`src/rtl/regfile_sequencer_if.sv`:
```
`default_nettype none
// ============================================================================
// regfile_sequencer_if : instruction, OR2, ALU and register-file control bundle
// Rev 1.0
// ============================================================================
interface regfile_sequencer_if #(
  parameter int CNT_W = 8
);

  logic [7:0]       instr;
  logic             instr_valid;
  logic             instr_ready;
  logic             or2_valid;
  logic             or2_ready;
  logic             alu_start;
  logic             alu_done;
  logic [1:0]       enab;
  logic [2:0]       mux_sel;
  logic [2:0]       reg_sel;
  logic [2:0]       seg;
  logic             busy;
  logic             done;
  logic             err;
  logic [CNT_W-1:0] retired;

  // Sequencer side
  modport slave (
    input  instr, instr_valid, or2_valid, alu_done,
    output instr_ready, or2_ready, alu_start, enab, mux_sel, reg_sel, seg,
           busy, done, err, retired
  );

  // Decoder / datapath side
  modport master (
    output instr, instr_valid, or2_valid, alu_done,
    input  instr_ready, or2_ready, alu_start, enab, mux_sel, reg_sel, seg,
           busy, done, err, retired
  );

endinterface

`default_nettype wire

```
`src/rtl/regfile_sequencer.sv`:
```
`default_nettype none
// ============================================================================
// regfile_sequencer : multi-cycle control FSM for the RNBIP-2 8x8 register file
// Rev 1.0
// ============================================================================
module regfile_sequencer #(
  parameter int ALU_TIMEOUT = 15,
  parameter int CNT_W       = 8
) (
  input  logic               clk,
  input  logic               rst,
  regfile_sequencer_if.slave bus
);

  localparam logic [2:0] C_OP_NOP    = 3'b000;
  localparam logic [2:0] C_OP_CLR    = 3'b001;
  localparam logic [2:0] C_OP_MOV_R0 = 3'b010;
  localparam logic [2:0] C_OP_MOV_RN = 3'b011;
  localparam logic [2:0] C_OP_LDI    = 3'b100;
  localparam logic [2:0] C_OP_ALU    = 3'b101;
  localparam logic [2:0] C_OP_CMP    = 3'b110;

  localparam logic [1:0] C_EN_CLEAR = 2'b00;
  localparam logic [1:0] C_EN_WRITE = 2'b01;
  localparam logic [1:0] C_EN_READ  = 2'b10;
  localparam logic [1:0] C_EN_HOLD  = 2'b11;

  localparam logic [2:0] C_SRC_R0  = 3'b000;
  localparam logic [2:0] C_SRC_RN  = 3'b001;
  localparam logic [2:0] C_SRC_OR2 = 3'b010;
  localparam logic [2:0] C_SRC_ALU = 3'b011;

  localparam logic [2:0] C_R0         = 3'b000;
  localparam logic [7:0] C_TMO_LAST   = 8'(ALU_TIMEOUT - 1);

  typedef enum logic [2:0] {
    S_IDLE     = 3'd0,
    S_DECODE   = 3'd1,
    S_WAIT_OR2 = 3'd2,
    S_READ     = 3'd3,
    S_EXEC     = 3'd4,
    S_WRITE    = 3'd5,
    S_CLEAR    = 3'd6,
    S_DONE     = 3'd7
  } state_t;

  state_t           r_state;
  logic [2:0]       r_op;
  logic [2:0]       r_rn;
  logic [7:0]       r_tmo_cnt;
  logic [CNT_W-1:0] r_retired;
  logic             r_instr_ready;
  logic             r_or2_ready;
  logic             r_alu_start;
  logic [1:0]       r_enab;
  logic [2:0]       r_mux_sel;
  logic [2:0]       r_reg_sel;
  logic [2:0]       r_seg;
  logic             r_busy;
  logic             r_done;
  logic             r_err;

  // instr[1:0] carries no meaning for this block
  logic w_unused_instr;
  assign w_unused_instr = ^bus.instr[1:0];

  always_ff @(posedge clk or posedge rst) begin
    if (rst) begin
      r_state       <= S_IDLE;
      r_op          <= '0;
      r_rn          <= '0;
      r_tmo_cnt     <= '0;
      r_retired     <= '0;
      r_instr_ready <= 1'b1;
      r_or2_ready   <= 1'b0;
      r_alu_start   <= 1'b0;
      r_enab        <= C_EN_HOLD;
      r_mux_sel     <= C_SRC_R0;
      r_reg_sel     <= C_R0;
      r_seg         <= C_R0;
      r_busy        <= 1'b0;
      r_done        <= 1'b0;
      r_err         <= 1'b0;
    end else begin
      // Pulses and the register-file mode fall back every cycle unless re-armed below
      r_alu_start <= 1'b0;
      r_done      <= 1'b0;
      r_err       <= 1'b0;
      r_enab      <= C_EN_HOLD;

      case (r_state)
        S_IDLE: begin
          if (bus.instr_valid && r_instr_ready) begin
            r_op          <= bus.instr[7:5];
            r_rn          <= bus.instr[4:2];
            r_state       <= S_DECODE;
            r_instr_ready <= 1'b0;
            r_busy        <= 1'b1;
          end
        end

        S_DECODE: begin
          case (r_op)
            C_OP_NOP: begin
              r_state <= S_DONE;
              r_done  <= 1'b1;
            end
            C_OP_CLR: begin
              r_state <= S_CLEAR;
              r_enab  <= C_EN_CLEAR;
            end
            C_OP_MOV_R0: begin
              r_state   <= S_WRITE;
              r_enab    <= C_EN_WRITE;
              r_mux_sel <= C_SRC_RN;
              r_reg_sel <= r_rn;
              r_seg     <= C_R0;
            end
            C_OP_MOV_RN: begin
              r_state   <= S_WRITE;
              r_enab    <= C_EN_WRITE;
              r_mux_sel <= C_SRC_R0;
              r_seg     <= r_rn;
            end
            C_OP_LDI: begin
              r_state     <= S_WAIT_OR2;
              r_or2_ready <= 1'b1;
            end
            C_OP_ALU, C_OP_CMP: begin
              r_state <= S_READ;
              r_enab  <= C_EN_READ;
              r_seg   <= r_rn;
            end
            default: begin
              r_state       <= S_IDLE;
              r_err         <= 1'b1;
              r_instr_ready <= 1'b1;
              r_busy        <= 1'b0;
            end
          endcase
        end

        S_WAIT_OR2: begin
          if (bus.or2_valid) begin
            r_or2_ready <= 1'b0;
            r_state     <= S_WRITE;
            r_enab      <= C_EN_WRITE;
            r_mux_sel   <= C_SRC_OR2;
            r_seg       <= r_rn;
          end
        end

        S_READ: begin
          r_state     <= S_EXEC;
          r_alu_start <= 1'b1;
          r_tmo_cnt   <= '0;
        end

        S_EXEC: begin
          // alu_done is tested first so a result in the final allowed cycle still lands
          if (bus.alu_done) begin
            if (r_op == C_OP_ALU) begin
              r_state   <= S_WRITE;
              r_enab    <= C_EN_WRITE;
              r_mux_sel <= C_SRC_ALU;
              r_seg     <= C_R0;
            end else begin
              r_state <= S_DONE;
              r_done  <= 1'b1;
            end
          end else if (r_tmo_cnt == C_TMO_LAST) begin
            r_state       <= S_IDLE;
            r_err         <= 1'b1;
            r_instr_ready <= 1'b1;
            r_busy        <= 1'b0;
          end else begin
            r_tmo_cnt <= r_tmo_cnt + 8'd1;
          end
        end

        S_WRITE, S_CLEAR: begin
          r_state <= S_DONE;
          r_done  <= 1'b1;
        end

        S_DONE: begin
          r_state       <= S_IDLE;
          r_retired     <= r_retired + CNT_W'(1);
          r_instr_ready <= 1'b1;
          r_busy        <= 1'b0;
        end

        default: begin
          r_state       <= S_IDLE;
          r_instr_ready <= 1'b1;
          r_busy        <= 1'b0;
        end
      endcase
    end
  end

  assign bus.instr_ready = r_instr_ready;
  assign bus.or2_ready   = r_or2_ready;
  assign bus.alu_start   = r_alu_start;
  assign bus.enab        = r_enab;
  assign bus.mux_sel     = r_mux_sel;
  assign bus.reg_sel     = r_reg_sel;
  assign bus.seg         = r_seg;
  assign bus.busy        = r_busy;
  assign bus.done        = r_done;
  assign bus.err         = r_err;
  assign bus.retired     = r_retired;

endmodule

`default_nettype wire

```
`src/flat_wrapper.sv`:
```
// flat-port wrapper written by rule: the top's interface ports become plain ports
module regfile_sequencer_flat 
#(
  parameter int ALU_TIMEOUT = 15,
  parameter int CNT_W       = 8
)
  (clk, rst, bus_instr, bus_instr_valid, bus_or2_valid, bus_alu_done, bus_instr_ready, bus_or2_ready, bus_alu_start, bus_enab, bus_mux_sel, bus_reg_sel, bus_seg, bus_busy, bus_done, bus_err, bus_retired);
  regfile_sequencer_if #(.CNT_W(CNT_W)) bus_i ();
  input  logic clk;
  input  logic rst;
  input wire logic [$bits(bus_i.instr)-1:0] bus_instr;
  input wire logic [$bits(bus_i.instr_valid)-1:0] bus_instr_valid;
  input wire logic [$bits(bus_i.or2_valid)-1:0] bus_or2_valid;
  input wire logic [$bits(bus_i.alu_done)-1:0] bus_alu_done;
  output wire logic [$bits(bus_i.instr_ready)-1:0] bus_instr_ready;
  output wire logic [$bits(bus_i.or2_ready)-1:0] bus_or2_ready;
  output wire logic [$bits(bus_i.alu_start)-1:0] bus_alu_start;
  output wire logic [$bits(bus_i.enab)-1:0] bus_enab;
  output wire logic [$bits(bus_i.mux_sel)-1:0] bus_mux_sel;
  output wire logic [$bits(bus_i.reg_sel)-1:0] bus_reg_sel;
  output wire logic [$bits(bus_i.seg)-1:0] bus_seg;
  output wire logic [$bits(bus_i.busy)-1:0] bus_busy;
  output wire logic [$bits(bus_i.done)-1:0] bus_done;
  output wire logic [$bits(bus_i.err)-1:0] bus_err;
  output wire logic [$bits(bus_i.retired)-1:0] bus_retired;
  assign bus_i.instr = bus_instr;
  assign bus_i.instr_valid = bus_instr_valid;
  assign bus_i.or2_valid = bus_or2_valid;
  assign bus_i.alu_done = bus_alu_done;
  assign bus_instr_ready = bus_i.instr_ready;
  assign bus_or2_ready = bus_i.or2_ready;
  assign bus_alu_start = bus_i.alu_start;
  assign bus_enab = bus_i.enab;
  assign bus_mux_sel = bus_i.mux_sel;
  assign bus_reg_sel = bus_i.reg_sel;
  assign bus_seg = bus_i.seg;
  assign bus_busy = bus_i.busy;
  assign bus_done = bus_i.done;
  assign bus_err = bus_i.err;
  assign bus_retired = bus_i.retired;
  regfile_sequencer #(.ALU_TIMEOUT(ALU_TIMEOUT), .CNT_W(CNT_W)) u_core (.clk(clk), .rst(rst), .bus(bus_i));
endmodule
```
`config.mk`:
```
export PLATFORM = sky130hd
export DESIGN_NAME = regfile_sequencer_flat
export DESIGN_NICKNAME = d
export VERILOG_FILES = /design/src/rtl/regfile_sequencer_if.sv /design/src/rtl/regfile_sequencer.sv /design/src/flat_wrapper.sv
export SDC_FILE = /design/constraint.sdc
export NUM_CORES = 1
export LEC_CHECK = 0
export ABC_CLOCK_PERIOD_IN_PS = 4000
export CAP_MARGIN = 0
export CORE_UTILIZATION = 30
export DETAILED_ROUTE_END_ITERATION = 7
export HOLD_SLACK_MARGIN = 0.1
export SYNTH_ARGS = -nofsm -noshare
export SYNTH_HDL_FRONTEND = slang
export SYNTH_SLANG_ARGS = --single-unit
```
`constraint.sdc`:
```
create_clock -name clk -period 4 [get_ports clk]
set_input_delay 0.6 -clock clk [delete_from_list [all_inputs] [get_ports clk]]
set_output_delay 0.6 -clock clk [all_outputs]
set_load 0.02 [all_outputs]
```
==> results of run 1 <==
-- per-stage QoR --
| stage | power [mW] | area (um^2) | util |
|---|---|---|---|
| finish | 1.845 | 2625 | 0.3842 |
| global route | 1.984 | 2625 | 0.3842 |
| CTS | 1.864 | 2625 | 0.3842 |
| detailed placement | 1.588 | 2544 | 0.3723 |
| global placement | 1.582 | 2544 | 0.3723 |
| floorplan | 1.317 | 2138 | - |
-- metal layers --
layer | global-route usage | part of all wire | vias up
met2 | 0.1912 | 0.43 | 31
met3 | 0.02857 | 0.036 | 7
met4 | 0.05758 | 0.019 | 0
met1 | 0.1883 | 0.51 | 774
met5 | 0 | 0 | -
li1 | - | - | 801
-- worst max-delay path, cell delays in order --
cell	delay (ns)
clkdlybuf4s50_1	0.72
nor4bb_1	0.46
a211oi_1	0.19
a21oi_1	0.16
mux2_2	0.34
-- cell usage after synthesis, types with 2 or more instances --
cell       instances  area [um^2]
a211oi_1           2        15.01
ha_1               3        37.54
nand2_1           16        60.06
o21a_1             2        15.01
nor2_1            15        56.30
nor3b_1            2        15.01
xor2_1             5        43.79
a21oi_1            9        45.04
nor2b_1            3        18.77
buf_2              5        25.02
a22o_1             6        52.55
and3b_1            2        17.52
o2111ai_1          2        17.52
dfstp_2            3        78.83
nand2b_1           5        31.28
o21bai_1           3        22.52
o21ai_0            7        35.03
nand4_1            4        25.02
mux2_2            12        135.1
nand3_1           11        55.05
nor3_1             3        15.01
dfrtp_1           38        950.9
xnor2_1            6        52.55
o22ai_1            2        12.51
clkbuf_1           4        15.01
nand3b_1           2        15.01
nor4bb_1           2        20.02
a211o_1            2        17.52
o211ai_1           2        15.01
and2_1             2        12.51
inv_1              4        15.01
-- sequential cells by signal (all words and copies together), names as in the netlist --
name and flops:
u_core.bus.retired 8, u_core.bus.or2_ready 1, u_core.bus.busy 1, u_core.bus.done 1
u_core.bus.mux_sel 2, u_core.r_tmo_cnt 8, u_core.bus.alu_start 1, u_core.bus.seg 3
u_core.bus.enab 2, u_core.bus.reg_sel 3, u_core.bus.instr_ready 1, u_core.r_rn 3
u_core.r_state 3, u_core.r_op 3, u_core.bus.err 1
-- worst paths after layout --
kind,to,slack [ns],startpoint,depth (start not counted)
max reg2reg,u_core.bus.mux_sel[0]$_DFFE_PP0P_,1.84,u_core.r_state[2]$_DFFE_PP0P_,4
min,u_core.bus.retired[7]$_DFFE_PP0N_,0.47,u_core.bus.retired[7]$_DFFE_PP0N_,1
min reg2reg,u_core.bus.retired[7]$_DFFE_PP0N_,0.47,u_core.bus.retired[7]$_DFFE_PP0N_,1
min in group asynchronous,u_core.bus.alu_start$_DFF_PP0_,0.65,rst,2
max,u_core.bus.mux_sel[0]$_DFFE_PP0P_,1.70,bus_alu_done,5
max in group asynchronous,u_core.bus.enab[0]$_DFF_PP1_,2.55,rst,3
-- cells by family (layout without fill, tap and decap cells) --
kind of cell    after synthesis  after routing  synth area share
simple gates                 76             76            0.2013
compound gates               46             46            0.1533
flops                        41             41            0.4816
buf+inv                      16             47           0.03627
mux                          12             12           0.06320
xor+xnor                     11             11           0.04505
fa+ha+maj                     3              3           0.01756
other cells                   1              1          0.001754
-- cell type report --
class | count | area share
Clock buffer | 7 | 0.02908
Clock inverter | 1 | 0.001907
Inverter | 4 | 0.005720
Multi-Input combinational cell | 149 | 0.3928
Sequential cell | 41 | 0.3923
Tap cell | 96 | 0.04576
Timing Repair Buffer | 35 | 0.1325
-- power groups by stage --
| stage | combinational [mW] | clock [mW] | sequential (mW) |
|---|---|---|---|
| floorplan | 0.560 | 0 | 0.757 |
| global placement | 0.791 | 0 | 0.790 |
| detailed placement | 0.798 | 0 | 0.790 |
| CTS | 0.805 | 0.277 | 0.782 |
| global route | 0.878 | 0.290 | 0.816 |
| finish | 0.795 | 0.265 | 0.784 |
==> results.md, run 1 <==
- Area of the multi-input gates: approximately 0.0010 mm^2
- Pwr/cell area: approximately 700 mW/mm^2
- Synthesized area per cell: between 10 and 15 um^2
- P_leak: ~1.1 nW
- EDFF count, synth: 0
- Pre-CTS WS: approximately 1.4 ns
- Fillcell total: slightly above 700
- Crit path launch type: primary input
- CP Max Fanout: 9
- Root buffer cell: clkbuf_8
- Reg area: around 0.0010 mm^2
- Post-DP HPWL: slightly above 3000 um
- Net Count, Synth: 222
- Final Hold Fails: 0
- Layout cells sized above 1: 0.1266
- Ys flop type: dfrtp_1
- Post-route ant nets: 0
- Clock tree sinks: between 40 and 50
- TritonRoute pass-1 iters: 4
- Mapped Area: roughly 0.0021 mm^2
- Skew-Pair Late Insertion Delay: around 0.29 ns
- Tmin final: ~2.3 ns
- Crit share post-route: 0.5743
- CTS Buf Count: 5
- Fin cells: 333
- Global-route total usage across every layer: 0.1317
- RSZ-0062 raised after global routing: false
- Hold-fix buffers at CTS: 0
- Max Slew Vio Count: 0
- Clock power share: 0.144
- #FFs+latches synth: between 40 and 50
- Setup TNS: 0 ns
- Post-route DRC: 0
- Internal power: approximately 1.1 mW
- Total wire length: approximately 4400 um
- Drt first-iter violations: between 100 and 150
- Grt total ovfl: 0
- Setup CP Type: primary input to flip-flop
- Layout area overhead: 22.76%
- Sw power: about 0.74 mW
- Normalized max-slew margin: 0.4813
- Hold slack final: 0.4698 ns
- Clk slew on worst S/H paths: approximately 0.08 ns
- Critical path capture point type: flip-flop
- Clock Path Buffers: 2
- Post-CTS resize count: 0
- Core Rows: 30
- Synth warnings: 0
- Commonest non-fill, non-tap cell in the layout: dfrtp_1
- Post-synthesis cell type count: between 50 and 60
- Cells after DPL: roughly 330
- Cells after Synth: approximately 200
- Die area: approximately 0.0075 mm^2
- Ports: 38
- HP Class: flip-flop to flip-flop
- Vias in the first global route: roughly 1600
- Post-CTS Setup Inserts: 0
- Global-route wire length before repair: ~7600 um
- Die height: roughly 86 um
- Vias per Instance: about 4.8
- Arr. time, crit path: about 2.5 ns
- Logic pwr share: 0.431
- Layout Nets: roughly 250
- Final Setup Violations: 0
- Fraction of registers with async set/reset: 1.000
- # diodes: 0
- Initial antenna violation count: 0
- H-tree Lvls: 2
- Gpl congestion: ~0.76
- PortBufs: 34
- Total core area: between 0.006 and 0.007 mm^2
- Post-synthesis sequential area ratio: 0.4816
- Vias: 1613
- Switch share: 0.4023
- Largest net degree at the start of global routing: 28
- Die width: slightly below 90 um
- CTS tree: done
- Starting density of the core: 0.3130
- Status: complete, no violations
- Max-cap viol count: 0
- Peak Freq: between 400 and 500 MHz
- Most frequent cells in the layout: dfrtp_1 (38), clkdlybuf4s50_1 (34), nand2_1 (16)
- Part of the power in registers: 0.425
- Max VDD drop: 254.9 uV
- CP required: between 4 and 5 ns
- Worst Max-Slew Pin Slew: approximately 0.78 ns
- Wirelength per Cell: 13.09 um
- Skew final: ~0.0065 ns
- Post-route setup slack: around 1.7 ns
Note: power is estimated with default switching activity, not from simulation.
==> inputs of run 2 (changes only) <==
--- a/config.mk
+++ b/config.mk
@@ -5,7 +5,7 @@
 export SDC_FILE = /design/constraint.sdc
 export NUM_CORES = 1
 export LEC_CHECK = 0
-export ABC_CLOCK_PERIOD_IN_PS = 4000
+export ABC_CLOCK_PERIOD_IN_PS = 1900
 export CAP_MARGIN = 0
 export CORE_UTILIZATION = 30
 export DETAILED_ROUTE_END_ITERATION = 7
==> constraint.sdc (replaced) <==
create_clock -name clk -period 1.9 [get_ports clk]
set_input_delay 0.285 -clock clk [delete_from_list [all_inputs] [get_ports clk]]
set_output_delay 0.285 -clock clk [all_outputs]
set_load 0.02 [all_outputs]
==> run 2 against run 1 <==
Non-clock buffer count increased by 21. Clock skew about the same. Power increased by 130%. Via count increased by 5.6%. Critical path depth decreased by 1. Hold slack got worse by 0.15 ns. Sequential share of layout area decreased by 3.0 points. Critical endpoint is now u_core.r_tmo_cnt[1]$_DFFE_PP0P_. Largest power group unchanged.
==> results.md, run 2 (synthesis results as in run 1) <==
- DR top layer: met4 (unchanged)
- RSZ-0062 raised after global routing: false (unchanged)
- Met3 wire length: 201 um (was 158 um)
- Max-cap viol count: 0 (unchanged)
- Total core area: 0.006832 mm^2 (unchanged)
- Crit path launch type: flip-flop (was primary input)
- Critical path capture point type: flip-flop (unchanged)
- Layout cells sized above 1: 0.2132 (was 0.1266)
- CP top delay family: simple AND/OR/NAND/NOR gates (was buffers and inverters)
- Met2 wire len: 2085 um (was 1896 um)
- Drt first-iter violations: 125 (was 119)
- Most frequent cells in the layout: dfrtp_1 (37), clkdlybuf4s50_1 (34), buf_4 (21) (was dfrtp_1 (38), clkdlybuf4s50_1 (34), nand2_1 (16))
- CTS Buf Count: 5 (unchanged)
- Largest net degree at the start of global routing: 42 (was 28)
- Hold-fix buffers at CTS: 0 (unchanged)
- Layout Nets: 273 (was 252)
- Clock Path Buffers: 2 (unchanged)
- Vias in the first global route: 1678 (was 1599)
- CP Max Fanout: 6 (was 9)
- Initial antenna violation count: 0 (unchanged)
- Layout area overhead: 32.94% (was 22.76%)
- Ports: 38 (unchanged)
- Wirelength per Cell: 12.82 um (was 13.09 um)
- Post-route ant nets: 0 (unchanged)
- Max Slew Vio Count: 0 (unchanged)
- Vias per Instance: 4.814 (was 4.844)
- Peak Freq: between 500 and 600 MHz
- Root buffer cell: clkbuf_8 (unchanged)
- Global-route wire length before repair: 7935 um (was 7624 um)
- Crit-path cells: or4_4 -> or2_1 -> a22o_1 -> a22o_1 (was clkdlybuf4s50_1 -> nor4bb_1 -> a211oi_1 -> a21oi_1 -> mux2_2)
- CTS tree: done (unchanged)
- Critical Path Slowest Stage Cell: or4_4 (was clkdlybuf4s50_1)
- Peak per-stage delay on the critical path: 0.53 ns (was 0.72 ns)
- Pwr/cell area: 1501 mW/mm^2 (was 702.7 mW/mm^2)
- Post-route setup slack: 0.06451 ns (was 1.703 ns)
- Final Setup Violations: 0 (unchanged)
- TritonRoute pass-1 iters: 4 (unchanged)
- Global-route total usage across every layer: 0.1360 (was 0.1317)
- Cell mode on critical path: a22o_1
- Skew final: 0.006360 ns (was 0.006530 ns)
- Post-DP HPWL: 3196 um (was 3027 um)
- Total wire length: 4538 um (was 4359 um)
- Grt total ovfl: 0 (unchanged)
- Crit share post-route: 0.9660
- H-tree Lvls: 2 (unchanged)
- Max VDD drop: 702.2 uV (was 254.9 uV)
- Post-route DRC: 0 (unchanged)
- R2R setup slack: 0.06 ns (was 1.84 ns)
- Setup CP Type: flip-flop to flip-flop (was primary input to flip-flop)
- Clock tree sinks: 41 (unchanged)
- Core Rows: 30 (unchanged)
- Reg-to-Reg Start: u_core.r_tmo_cnt[5]$_DFFE_PP0P_ (was u_core.r_state[2]$_DFFE_PP0P_)
- Die area: 0.007469 mm^2 (unchanged)
- P_leak: 1.226 nW (was 1.093 nW)
- Die width: 86.43 um (unchanged)
- Vias: 1704 (was 1613)
- Final Hold Fails: 0 (unchanged)
- Skew-Pair Late Insertion Delay: 0.30 ns (was 0.29 ns)
- Pre-CTS WS: -0.2571 ns (was 1.402 ns)
- Crit path from: u_core.r_tmo_cnt[5]$_DFFE_PP0P_ (was bus_alu_done)
- CP required: 2.09 ns (was 4.18 ns)
- Status: complete, no violations (unchanged)
- Starting density of the core: 0.3130 (unchanged)
- PortBufs: 34 (unchanged)
- Clk slew on worst S/H paths: 0.08 ns (about the same)
- # diodes: 0 (unchanged)
- Hold slack final: 0.3218 ns (was 0.4698 ns)
- HP Class: primary input to async pin (was flip-flop to flip-flop)
- Arr. time, crit path: 2.02 ns (was 2.48 ns)
- Gpl congestion: 0.7922 (was 0.7633)
- Met1 wire length: 2170 um (was 2221 um)
- Die height: 86.43 um (unchanged)
- Commonest non-fill, non-tap cell in the layout: dfrtp_1 (unchanged)
- Buf/Inv on CP: 0 (was 1)
- Tmin final: between 1.5 and 2 ns
run 2: metrics by stage:
| step | setup TNS (ns) | cells | power, mW | util | area (um^2) |
|---|---|---|---|---|---|
| 2_1_floorplan | 0 | 206 | 2.772 | - | 2138 |
| 3_3_place_gp | -0.7102 | 346 | 3.532 | 0.3973 | 2714 |
| 5_1_grt | 0 | 354 | 4.587 | 0.4161 | 2843 |
| 4_1_cts | 0 | 354 | 4.279 | 0.4139 | 2828 |
| 6_report | 0 | 354 | 4.267 | 0.4161 | 2843 |
| 3_5_place_dp | -1.156 | 346 | 3.547 | 0.3973 | 2714 |
run 2: repair_timing:
item | in CTS | in global routing
resized for setup | 1 | 3
endpoints found under the setup margin | 3 | 5
buffers inserted | 0 | 0
run 2: metal layers:
layer,track usage,up-vias
met5,0,-
met1,0.1883,822
met2,0.2085,34
li1,-,841
met4,0.05000,0
met3,0.03048,7
run 2: worst min-delay path: cells and delay by family:
kind | cells | cell delay, ns
buffers and inverters | 3 | 0.71
run 2: final cells by class:
| cell class | count | area [um^2] |
|---|---|---|
| tap | 96 | 120.1 |
| fill | 694 | 3989 |
| clock buffer | 6 | 72.57 |
| timing repair buffer | 56 | 518.0 |
| sequential | 41 | 1031 |
| inverter | 4 | 15.01 |
| clock inverter | 2 | 35.03 |
| multi-input combinational | 149 | 1051 |
run 2: path summary, 6_finish.rpt:
check	endpoint	cells after the start
max	u_core.r_tmo_cnt[1]$_DFFE_PP0P_	4
min	u_core.bus.retired[7]$_DFFE_PP0N_	3
max reg2reg	u_core.r_tmo_cnt[1]$_DFFE_PP0P_	4
min reg2reg	u_core.bus.retired[7]$_DFFE_PP0N_	1
max in group asynchronous	u_core.bus.instr_ready$_DFFE_PP1P_	3
min in group clk	u_core.bus.retired[7]$_DFFE_PP0N_	1
run 2: power breakdown:
part           internal (mW)  switching (mW)
combinational           1.07           0.959
sequential              1.17           0.355
clock                  0.390           0.318
==> inputs of run 3 (changes only) <==
--- a/config.mk
+++ b/config.mk
@@ -7,6 +7,7 @@
 export LEC_CHECK = 0
 export ABC_CLOCK_PERIOD_IN_PS = 1900
 export CAP_MARGIN = 0
+export CORE_MARGIN = 1
 export CORE_UTILIZATION = 30
 export DETAILED_ROUTE_END_ITERATION = 7
 export HOLD_SLACK_MARGIN = 0.1
==> results of run 3 <==
Same layout as run 2: the final DEF is identical, and so are final timing and power.
==> edit, RTL diff (settings of run 2) <==
The 8 states of `state_t` get a Gray code encoding in 3 bits.
--- a/src/rtl/regfile_sequencer.sv
+++ b/src/rtl/regfile_sequencer.sv
@@ -34,14 +34,14 @@
   localparam logic [7:0] C_TMO_LAST   = 8'(ALU_TIMEOUT - 1);
 
   typedef enum logic [2:0] {
-    S_IDLE     = 3'd0,
-    S_DECODE   = 3'd1,
-    S_WAIT_OR2 = 3'd2,
-    S_READ     = 3'd3,
-    S_EXEC     = 3'd4,
-    S_WRITE    = 3'd5,
-    S_CLEAR    = 3'd6,
-    S_DONE     = 3'd7
+    S_IDLE     = 3'b000,
+    S_DECODE   = 3'b001,
+    S_WAIT_OR2 = 3'b011,
+    S_READ     = 3'b010,
+    S_EXEC     = 3'b110,
+    S_WRITE    = 3'b111,
+    S_CLEAR    = 3'b101,
+    S_DONE     = 3'b100
   } state_t;
 
   state_t           r_state;
Check against the original RTL: same outputs for any inputs over 10 cycles, from zero or initial values and one cycle with rst high; not proved beyond that.
==> edit against run 2 <==
  * Worst setup slack improved by 93 ps
  * Final area decreased by 1.9%
  * Wire length increased by 3.5%
  * Power decreased by 0.73%
  * Sequential cell count unchanged
  * Sequential share of layout area increased by 0.65 points
  * Clock power decreased by 17%
  * Synthesized area increased by 0.41%
==> edit: results (changes against run 2) <==
* Status: completed
* Sw frac at 39.4% (+1.1 points)
* Maximum vdd drop at 0.000743 V (+5.8%)
* Vias in the first global route at 1736 (+3.5%)
* Leakage at 1.18 nW (-3.8%)
* Inverters at 7 (+3)
* Final #Nets at 272 (-0.37%)
* WL/cell at 13.3 um (+3.8%)
* Fillers at 688 (-0.86%)
* Syn avg cell area at 10.4 um2 (+0.41%)
* Compound-cell area share of the yosys netlist at 15.9% (+0.52 points)
* Post-Synth Adder-Cell Area at 1.75% (-0.0072 points)
* WL met2 at 2170 um (+4.3%)
* Delay-heaviest family, CP: flip-flops
* Placed insts at 345 (-0.29%)
* Proportion of synthesized area in mux cells at 7.34% (+1.0 points)
* Layout cell share with drive strength beyond 1 at 20.6% (-0.70 points)
* Drt total wl at 4700 um (+3.5%)
* Fraction of area in registers at 36.9% (+0.65 points)
* GR Util met2 at 21.6% (+0.72 points)
* Placed Area at 2700 um2 (-0.55%)
* Non-clock buffers, area share at 17.9% (-0.37 points)
* Clock buffers at 8 (+2)
* Total GRT Usage at 13.9% (+0.32 points)
* Non-clk bufs at 55 (-1.8%)
* #MultiIn Comb at 146 (-2.0%)
* Post-synth top cells: dfrtp_1, nand2_1, nor2_1, mux2_2, o21ai_0
* Library cells used by synthesis at 54 (+1.9%)
* Iter 0 DRT Violations at 59 (-53%)
* First-pass GRT wire length at 8140 um (+2.5%)
* Met3 Use GR at 3.14% (+0.095 points)
* Slowest cell on the critical path: dfrtp_1
==> edit: cell types whose count changed after synthesis, sizes merged, moves of 3 or more <==
cell,change
a22o,-5
a31oi,+4
nand3,-4
o21ai,+4
inv,+3
==> edit: stage by stage <==
stage                     setup slack (ps)  power, mW
after floorplan                        295       2.83
after global placement                72.7       3.63
after detailed placement              54.8       3.66
after CTS                              152       4.28
after global routing                  91.2       4.56
final                                  157       4.24
==> edit: worst paths after layout <==
check	start	to	slack, ps	depth (start not counted)
setup / recovery	u_core.r_state[1]	u_core.bus.seg[0]	160	5
hold / removal	rst	u_core.r_tmo_cnt[3]	420	3
setup reg to reg	u_core.r_state[1]	u_core.bus.seg[0]	160	5
hold reg to reg	u_core.bus.retired[7]	u_core.bus.retired[7]	470	1
max in group asynchronous	rst	u_core.bus.enab[0]	1100	3
min in group clk	u_core.bus.retired[7]	u_core.bus.retired[7]	470	1
